===== config.mk =====
export PLATFORM = sky130hd
export DESIGN_NAME = dual_port_bram_flat
export DESIGN_NICKNAME = d
export VERILOG_FILES = /design/src/rtl/bram_pkg.sv /design/src/rtl/dual_port_bram_if.sv /design/src/rtl/bram_read_pipe.sv /design/src/rtl/dual_port_bram.sv /design/src/flat_wrapper.sv
export SDC_FILE = /design/constraint.sdc
export NUM_CORES = 2
export LEC_CHECK = 0
export CORE_UTILIZATION = 35
export CTS_CLUSTER_DIAMETER = 200
export CTS_CLUSTER_SIZE = 10
export DETAILED_ROUTE_END_ITERATION = 7
export GPL_ROUTABILITY_DRIVEN = 0
export PLACE_DENSITY_LB_ADDON = 0.1
export SYNTH_ARGS = -nofsm -noshare
export SYNTH_HDL_FRONTEND = slang
export SYNTH_HIERARCHICAL = 1
export SYNTH_SLANG_ARGS = --single-unit

===== constraint.sdc =====
create_clock -name clk -period 7.95 [get_ports clk]
set_input_delay 1.1925 -clock clk [delete_from_list [all_inputs] [get_ports clk]]
set_output_delay 1.1925 -clock clk [all_outputs]
set_load 0.01 [all_outputs]

===== src/rtl/bram_pkg.sv =====
// bram_pkg: shared write-mode encodings, clear FSM states and byte-count helper
package bram_pkg;
  localparam int READ_FIRST  = 0;
  localparam int WRITE_FIRST = 1;
  localparam int NO_CHANGE   = 2;
  typedef enum logic {ST_IDLE = 1'b0, ST_CLEAR = 1'b1} state_t;
  function automatic int num_bytes(input int dw);
    return dw / 8;
  endfunction
endpackage


===== src/rtl/dual_port_bram_if.sv =====
// dual_port_bram_if: clear control, both port buses and collision flag of the dual-port RAM
interface dual_port_bram_if import bram_pkg::*; #(
  parameter int DATA_WIDTH    = 32,
  parameter int ADDRESS_WIDTH = 6
);
  localparam int NB = num_bytes(DATA_WIDTH);
  logic                     clr_req;
  logic                     busy;
  logic                     collision;
  logic                     read_en_a;
  logic                     read_en_b;
  logic                     write_en_a;
  logic                     write_en_b;
  logic [NB-1:0]            byte_en_a;
  logic [NB-1:0]            byte_en_b;
  logic [ADDRESS_WIDTH-1:0] addr_a;
  logic [ADDRESS_WIDTH-1:0] addr_b;
  logic [DATA_WIDTH-1:0]    data_in_a;
  logic [DATA_WIDTH-1:0]    data_in_b;
  logic [DATA_WIDTH-1:0]    data_out_a;
  logic [DATA_WIDTH-1:0]    data_out_b;
  logic                     valid_a;
  logic                     valid_b;
  modport master (
    output clr_req, read_en_a, read_en_b, write_en_a, write_en_b,
    output byte_en_a, byte_en_b, addr_a, addr_b, data_in_a, data_in_b,
    input  busy, collision, data_out_a, data_out_b, valid_a, valid_b
  );
  modport slave (
    input  clr_req, read_en_a, read_en_b, write_en_a, write_en_b,
    input  byte_en_a, byte_en_b, addr_a, addr_b, data_in_a, data_in_b,
    output busy, collision, data_out_a, data_out_b, valid_a, valid_b
  );
endinterface


===== src/rtl/bram_read_pipe.sv =====
// bram_read_pipe: read data/valid delay line of READ_LATENCY registers; data holds while no read flows
module bram_read_pipe #(
  parameter int DATA_WIDTH   = 32,
  parameter int READ_LATENCY = 1
) (
  input  logic                  clk,
  input  logic                  n_clr,
  input  logic                  in_valid,
  input  logic [DATA_WIDTH-1:0] in_data,
  output logic                  out_valid,
  output logic [DATA_WIDTH-1:0] out_data
);
  for (genvar s = 0; s < READ_LATENCY; s++) begin : g_st
    logic                  v;
    logic [DATA_WIDTH-1:0] d;
    logic                  v_in;
    logic [DATA_WIDTH-1:0] d_in;
    if (s == 0) begin : g_src
      assign v_in = in_valid;
      assign d_in = in_data;
    end else begin : g_src
      assign v_in = g_st[s-1].v;
      assign d_in = g_st[s-1].d;
    end
    // stage register: valid shifts every edge, data only moves alongside a valid read
    always_ff @(posedge clk or negedge n_clr)
      if (!n_clr) begin
        v <= 1'b0;
        d <= '0;
      end else begin
        v <= v_in;
        if (v_in) d <= d_in;
      end
  end
  assign out_valid = g_st[READ_LATENCY-1].v;
  assign out_data  = g_st[READ_LATENCY-1].d;
endmodule


===== src/rtl/dual_port_bram.sv =====
// dual_port_bram: true dual-port RAM with byte enables, read-during-write modes, collision flag and clear sweep
module dual_port_bram import bram_pkg::*; #(
  parameter int DATA_WIDTH    = 32,
  parameter int ADDRESS_WIDTH = 6,
  parameter int READ_LATENCY  = 1,
  parameter int WRITE_MODE    = READ_FIRST
) (
  input  logic              clk,
  input  logic              n_clr,
  dual_port_bram_if.slave   bus
);
  localparam int NB    = num_bytes(DATA_WIDTH);
  localparam int DEPTH = 2 ** ADDRESS_WIDTH;
  state_t                   state;
  state_t                   state_nxt;
  logic [ADDRESS_WIDTH-1:0] cnt;
  logic                     busy;
  logic                     wr_a;
  logic                     wr_b;
  logic                     rd_a;
  logic                     rd_b;
  logic [DATA_WIDTH-1:0]    old_a;
  logic [DATA_WIDTH-1:0]    old_b;
  logic [DATA_WIDTH-1:0]    new_a;
  logic [DATA_WIDTH-1:0]    new_b;
  logic [DATA_WIDTH-1:0]    rdata_a;
  logic [DATA_WIDTH-1:0]    rdata_b;
  logic [DATA_WIDTH-1:0]    mem [DEPTH];
  // state register: reset lands in CLEAR at word 0; the counter only runs during a sweep
  always_ff @(posedge clk or negedge n_clr)
    if (!n_clr) begin
      state <= ST_CLEAR;
      cnt   <= '0;
    end else begin
      state <= state_nxt;
      cnt   <= busy ? cnt + 1'b1 : '0;
    end
  // next state: sweep ends after the last word, clear request only honoured when idle
  always_comb state_nxt = busy ? (&cnt ? ST_IDLE : ST_CLEAR) : (bus.clr_req ? ST_CLEAR : ST_IDLE);
  // outputs: busy for the whole sweep
  always_comb busy = state == ST_CLEAR;
  assign bus.busy = busy;
  // port qualification, byte merge and same-port read-during-write selection
  always_comb begin
    wr_a  = !busy && bus.write_en_a && |bus.byte_en_a;
    wr_b  = !busy && bus.write_en_b && |bus.byte_en_b;
    old_a = mem[bus.addr_a];
    old_b = mem[bus.addr_b];
    new_a = old_a;
    new_b = old_b;
    for (int i = 0; i < NB; i++) begin
      if (bus.byte_en_a[i]) new_a[8*i +: 8] = bus.data_in_a[8*i +: 8];
      if (bus.byte_en_b[i]) new_b[8*i +: 8] = bus.data_in_b[8*i +: 8];
    end
    rd_a    = !busy && bus.read_en_a && !(WRITE_MODE == NO_CHANGE && wr_a);
    rd_b    = !busy && bus.read_en_b && !(WRITE_MODE == NO_CHANGE && wr_b);
    rdata_a = (WRITE_MODE == WRITE_FIRST && wr_a) ? new_a : old_a;
    rdata_b = (WRITE_MODE == WRITE_FIRST && wr_b) ? new_b : old_b;
  end
  // array: sweep zeroes one word per cycle; otherwise B bytes land first so A wins shared bytes
  always_ff @(posedge clk)
    if (busy) mem[cnt] <= '0;
    else
      for (int i = 0; i < NB; i++) begin
        if (wr_b && bus.byte_en_b[i]) mem[bus.addr_b][8*i +: 8] <= bus.data_in_b[8*i +: 8];
        if (wr_a && bus.byte_en_a[i]) mem[bus.addr_a][8*i +: 8] <= bus.data_in_a[8*i +: 8];
      end
  // collision flag: both ports really wrote the same word on the previous edge
  always_ff @(posedge clk or negedge n_clr)
    if (!n_clr) bus.collision <= 1'b0;
    else bus.collision <= wr_a && wr_b && bus.addr_a == bus.addr_b;
  bram_read_pipe #(.DATA_WIDTH(DATA_WIDTH), .READ_LATENCY(READ_LATENCY)) u_pipe_a (
    .clk      (clk),
    .n_clr    (n_clr),
    .in_valid (rd_a),
    .in_data  (rdata_a),
    .out_valid(bus.valid_a),
    .out_data (bus.data_out_a)
  );
  bram_read_pipe #(.DATA_WIDTH(DATA_WIDTH), .READ_LATENCY(READ_LATENCY)) u_pipe_b (
    .clk      (clk),
    .n_clr    (n_clr),
    .in_valid (rd_b),
    .in_data  (rdata_b),
    .out_valid(bus.valid_b),
    .out_data (bus.data_out_b)
  );
endmodule

===== src/flat_wrapper.sv =====
// flat-port wrapper written by rule: the top's interface ports become plain ports
module dual_port_bram_flat import bram_pkg::*;
#(
  parameter int DATA_WIDTH    = 32,
  parameter int ADDRESS_WIDTH = 6,
  parameter int READ_LATENCY  = 1,
  parameter int WRITE_MODE    = READ_FIRST
)
  (clk, n_clr, bus_clr_req, bus_read_en_a, bus_read_en_b, bus_write_en_a, bus_write_en_b, bus_byte_en_a, bus_byte_en_b, bus_addr_a, bus_addr_b, bus_data_in_a, bus_data_in_b, bus_busy, bus_collision, bus_data_out_a, bus_data_out_b, bus_valid_a, bus_valid_b);
  dual_port_bram_if #(.DATA_WIDTH(DATA_WIDTH), .ADDRESS_WIDTH(ADDRESS_WIDTH)) bus_i ();
  input  logic clk;
  input  logic n_clr;
  input wire logic [$bits(bus_i.clr_req)-1:0] bus_clr_req;
  input wire logic [$bits(bus_i.read_en_a)-1:0] bus_read_en_a;
  input wire logic [$bits(bus_i.read_en_b)-1:0] bus_read_en_b;
  input wire logic [$bits(bus_i.write_en_a)-1:0] bus_write_en_a;
  input wire logic [$bits(bus_i.write_en_b)-1:0] bus_write_en_b;
  input wire logic [$bits(bus_i.byte_en_a)-1:0] bus_byte_en_a;
  input wire logic [$bits(bus_i.byte_en_b)-1:0] bus_byte_en_b;
  input wire logic [$bits(bus_i.addr_a)-1:0] bus_addr_a;
  input wire logic [$bits(bus_i.addr_b)-1:0] bus_addr_b;
  input wire logic [$bits(bus_i.data_in_a)-1:0] bus_data_in_a;
  input wire logic [$bits(bus_i.data_in_b)-1:0] bus_data_in_b;
  output wire logic [$bits(bus_i.busy)-1:0] bus_busy;
  output wire logic [$bits(bus_i.collision)-1:0] bus_collision;
  output wire logic [$bits(bus_i.data_out_a)-1:0] bus_data_out_a;
  output wire logic [$bits(bus_i.data_out_b)-1:0] bus_data_out_b;
  output wire logic [$bits(bus_i.valid_a)-1:0] bus_valid_a;
  output wire logic [$bits(bus_i.valid_b)-1:0] bus_valid_b;
  assign bus_i.clr_req = bus_clr_req;
  assign bus_i.read_en_a = bus_read_en_a;
  assign bus_i.read_en_b = bus_read_en_b;
  assign bus_i.write_en_a = bus_write_en_a;
  assign bus_i.write_en_b = bus_write_en_b;
  assign bus_i.byte_en_a = bus_byte_en_a;
  assign bus_i.byte_en_b = bus_byte_en_b;
  assign bus_i.addr_a = bus_addr_a;
  assign bus_i.addr_b = bus_addr_b;
  assign bus_i.data_in_a = bus_data_in_a;
  assign bus_i.data_in_b = bus_data_in_b;
  assign bus_busy = bus_i.busy;
  assign bus_collision = bus_i.collision;
  assign bus_data_out_a = bus_i.data_out_a;
  assign bus_data_out_b = bus_i.data_out_b;
  assign bus_valid_a = bus_i.valid_a;
  assign bus_valid_b = bus_i.valid_b;
  dual_port_bram #(.DATA_WIDTH(DATA_WIDTH), .ADDRESS_WIDTH(ADDRESS_WIDTH), .READ_LATENCY(READ_LATENCY), .WRITE_MODE(WRITE_MODE)) u_core (.clk(clk), .n_clr(n_clr), .bus(bus_i));
endmodule

======== Yosys cells after proc, flatten, opt, wreduce, memory -nomap -nowiden ========
Memory sizes are Yosys's and may differ from the RTL's. A register that Yosys moved wholly into a read port is not among the register bits.
Index checks and enable logic that the tools add are counted.
word-level totals
  output and inout bits ................... 68
  bits of input ports ..................... 91
  register bits ........................... 10
  word-level logic and storage cells ...... 64
  RAM bits ................................ 2,048
  memories ................................ 1
memory list
  name        words  width  read ports  clocked after Yosys merged registers in  wr ports  line                  RTL
  u_core.mem  64     32     2           2                                        2         dual_port_bram.sv:28  logic [DATA_WIDTH-1:0] mem [DEPTH];
cells by class
  multiplexer cells ....................... 33
  add/subtract/negate cells ............... 1
  equality and inequality tests ........... 1
  reductions and logical operators ........ 23
operator list
  cell                   count
  $mux W32               1
  $reduce_or A32 Y1      1
  $mux W1                29
  $logic_and A1 B1 Y1    16
  $mux W6                2
  $reduce_or A4 Y1       2
  $add A6 B1 Y6 const B  1
  $eq A6 B6 Y1           1
  $reduce_and A6 Y1      1
  $mux W4                1
  $logic_not A1 Y1       3

======== Logic depth before layout (Yosys ltp) ========
  word-level depth ........................ 9
  gate-level depth with buffers ........... 13
  mapped depth without buffers ............ 7

======== Hierarchy ========
The synthesis kept the hierarchy.
by module, submodules not included
  module          area an instance (sq um)  cells each  times used  sequential area each (sq um)
  dual_port_bram  119,155.5                 10,951      1           61,700.4
  bram_read_pipe  1,370.1                   69          2           825.8

======== Worst setup path after synthesis ========
No wires, ideal clock.
  path type ............................... input to register
  start ................................... input port bus_byte_en_b[3]
  end ..................................... memory u_core.mem[41][0] (enable)
  buffers on the path ..................... 2
  arrival time ............................ 3,298 ps
  cell stages on the path ................. 8
  setup time .............................. 376 ps
  setup slack ............................. 4,276 ps
  path through ............................ or4_1 > nand3b_1 > buf_2 > mux2_2 > nor2_1 > nand2_1 > buf_1 > o22ai_1
RTL lines
  item             line                  RTL
  start, declared  flat_wrapper.sv:19    input wire logic [$bits(bus_i.byte_en_b)-1:0] bus_byte_en_b;
  end, declared    dual_port_bram.sv:28

==> results.toml <==
[job]
max-cap-violations = 0

[sta]
fin_crit_ps = 5575
whs_ps = 258.2
relSlewSlack = 0.06796
skew_ps = 46.71
setup_viol = 0
rsz0062_at_grt = "no"
hold_violations = 0
drv_slew = 0
worst_pin_slew_ps = 1395
min_period_over_period = 0.7013
setup_tns_ps = 0
max_freq_mhz = 179.4

[yosys]
synth.top_cell.area_share = 0.5045
synth_common_cells = "nand2_1, o21ai_0, edfxtp_1"
synthesis.nets = 11181
synthCells = 11089
netlist_area_mm2 = 0.1219
netlist-cell-type-count = 72
ys_ff_latch = 2122
yosys_warnings = 6
synth.most_common_cell = "nand2_1"
ys_seq_area_frac = 0.5197
synth-async-reset-ratio = 0.03487
syn_avg_cell_area_um2 = 10.99
synth_area_leader_cell = "edfxtp_1"
synth_area_leaders = "edfxtp_1, mux4_2, o21ai_0"
synth-main-ff-cell = "edfxtp_1"
synth_edf_count = 2048

[place]
hpwl_um = 403600
io_buffers = 158

[cts]
cts_buffer_depth = 4
clkSlewWorstSetupHoldPaths_ps = 60
clock-root-buffer = "clkbuf_16"
hold_buffers = 0
tritoncts = "done"
post-cts-setup-buffers = 0
post_cts_resized = 0
clk_latency_ps = 970
cts_made_buffers = 234
cts_max_level = 4
clock-sinks = 2122

[worst_setup_path]
path_cells = "clkdlybuf4s50_1 -> or4_1 -> nand3b_1 -> buf_4 -> mux2i_1 -> nand2_8 -> o22ai_1"
crit_family = "simple AND/OR/NAND/NOR gates"
path_buf_inv = 2
worstPathRequired_ps = 8520
critPathMaxStageDelay_ps = 1040
cp.arrival_ps = 6150
worstSetupPathType = "in2reg"
cp_max_fo = 32
end_kind = "flip-flop"
cpMaxStageDelayCell = "mux2i_1"
crit_path_start_kind = "input pin"

[floorplanning]
start_util = 0.3518
num_rows = 216
dieHeight_um = 592.1
die_area_mm2 = 0.3506
fp.dieW_um = 592.1
core_area_mm2 = 0.3465
io_pins = 159

[layout]
fillCellCount = 33219
drive_gt1_frac = 0.1461
final_nets = 10578
areaGrowthSynthToFinish_pct = 9.334

[route]
vias = 103138
finalWirelength_um = 639400
drc = 0
wl_per_cell_um = 41.95
via_per_inst = 6.767
drt-pass1-iter-count = 6
drt_iter0_drc = 17354
ant_nets = 0

[global_routing]
grt_max_degree = 100
antenna_found_initial = 59
grt_pass1_vias = 94270
grt_overflow_total = 0
grt_pass1_wl_um = 851300
grt_usage = 0.3552

[power_and_ir_drop]
power.density_mw_per_mm2 = 223.5
ir_drop_uv = 301.1
p_leak_nw = 42.70

[worst_hold_path]
worstHoldPathType = "in2async"

[outcome]
run_status = "finished clean"
-- where the power goes --
part | internal (mW) | switching [mW] | leakage (nW)
logic | 1.74 | 4.10 | 18.9
clock network | 5.51 | 4.73 | 3.14
registers | 13.1 | 0.625 | 20.7
-- layout make-up --
| class | instances | area, um^2 | share of cell area |
|---|---|---|---|
| Inverter | 3 | 28.78 | 0.0002159 |
| Sequential cell | 2122 | 63350 | 0.4754 |
| Antenna cell | 40 | 100.1 | 0.0007511 |
| Clock buffer | 371 | 6519 | 0.04891 |
| Timing Repair Buffer | 439 | 3875 | 0.02908 |
| Multi-Input combinational cell | 7686 | 53640 | 0.4025 |
| Tap cell | 4578 | 5728 | 0.04298 |
| Clock inverter | 3 | 26.28 | 0.0001972 |
-- path summary, 6_finish.rpt --
kind                            cells past startpoint  slack [ps]                            to              from
worst max-delay path                                7        2370            u_core/mem[17][17]  bus_byte_en_b[0]
worst min-delay path                                1         260  u_core/u_pipe_b/out_data[10]             n_clr
worst max register to register                      5        2620            u_core/mem[17][17]   u_core/bus.busy
worst min register to register                      1         490                 u_core/cnt[0]     u_core/cnt[0]
max in group asynchronous                           2        6360   u_core/u_pipe_b/out_data[4]             n_clr
min in group clk                                    1         490                 u_core/cnt[0]     u_core/cnt[0]
-- kinds of logic (layout without fill, tap and decap cells) --
logic type,count (synthesis),after routing,share of synthesized area
multiplexers,1267,1267,0.1715
adder cells (fa/ha/maj),1,1,0.0001026
AO/OA/AOI/OAI,3487,3487,0.1689
other,0,40,0
AND/OR/NAND/NOR,2922,2922,0.09467
buffers and inverters,1281,816,0.04446
flip-flops,2122,2122,0.5197
XOR/XNOR,9,9,0.0006467
-- routing by layer --
metal / track usage / up-vias / part of all wire
met3: 0.09215 / 1810 / 0.13
li1: - / 40912 / -
met1: 0.4652 / 51885 / 0.37
met4: 0.2195 / 38 / 0.070
met5: 0 / - / 0.00039
met2: 0.5258 / 8493 / 0.43
-- flip-flops by register name, indices dropped and copies added, names as in the netlist --
| signal | cells |
|---|---|
| u_core/u_pipe_b/out_data | 32 |
| u_core/mem | 2048 |
| u_core/u_pipe_a/out_valid | 1 |
| u_core/bus.collision | 1 |
| u_core/bus.busy | 1 |
| u_core/u_pipe_b/out_valid | 1 |
| u_core/cnt | 6 |
| u_core/u_pipe_a/out_data | 32 |
-- stage by stage --
stage,utilization,worst slack (ps),power [mW],instance area [um^2],cells
2_1_floorplan,-,4276,16.30,121900,11089
3_3_place_gp,0.3655,1726,19.47,126600,14828
3_5_place_dp,0.3655,1645,19.50,126600,14828
4_1_cts,0.3844,2639,29.61,133200,15202
5_1_grt,0.3844,2436,30.24,133200,15212
6_report,0.3847,2375,29.79,133300,15242
-- layout by cell type (no fill, tap or decap), drive strengths merged, types with 211 or more instances in the layout --
| master | count |
|---|---|
| clkbuf | 371 |
| a22oi | 240 |
| a221oi | 253 |
| nor2 | 403 |
| mux2 | 211 |
| buf | 323 |
| nand2 | 2306 |
| mux4 | 618 |
| o22ai | 367 |
| mux2i | 438 |
| o21ai | 2210 |
| edfxtp | 2048 |
No activity file was read; power rests on OpenSTA's default activity.
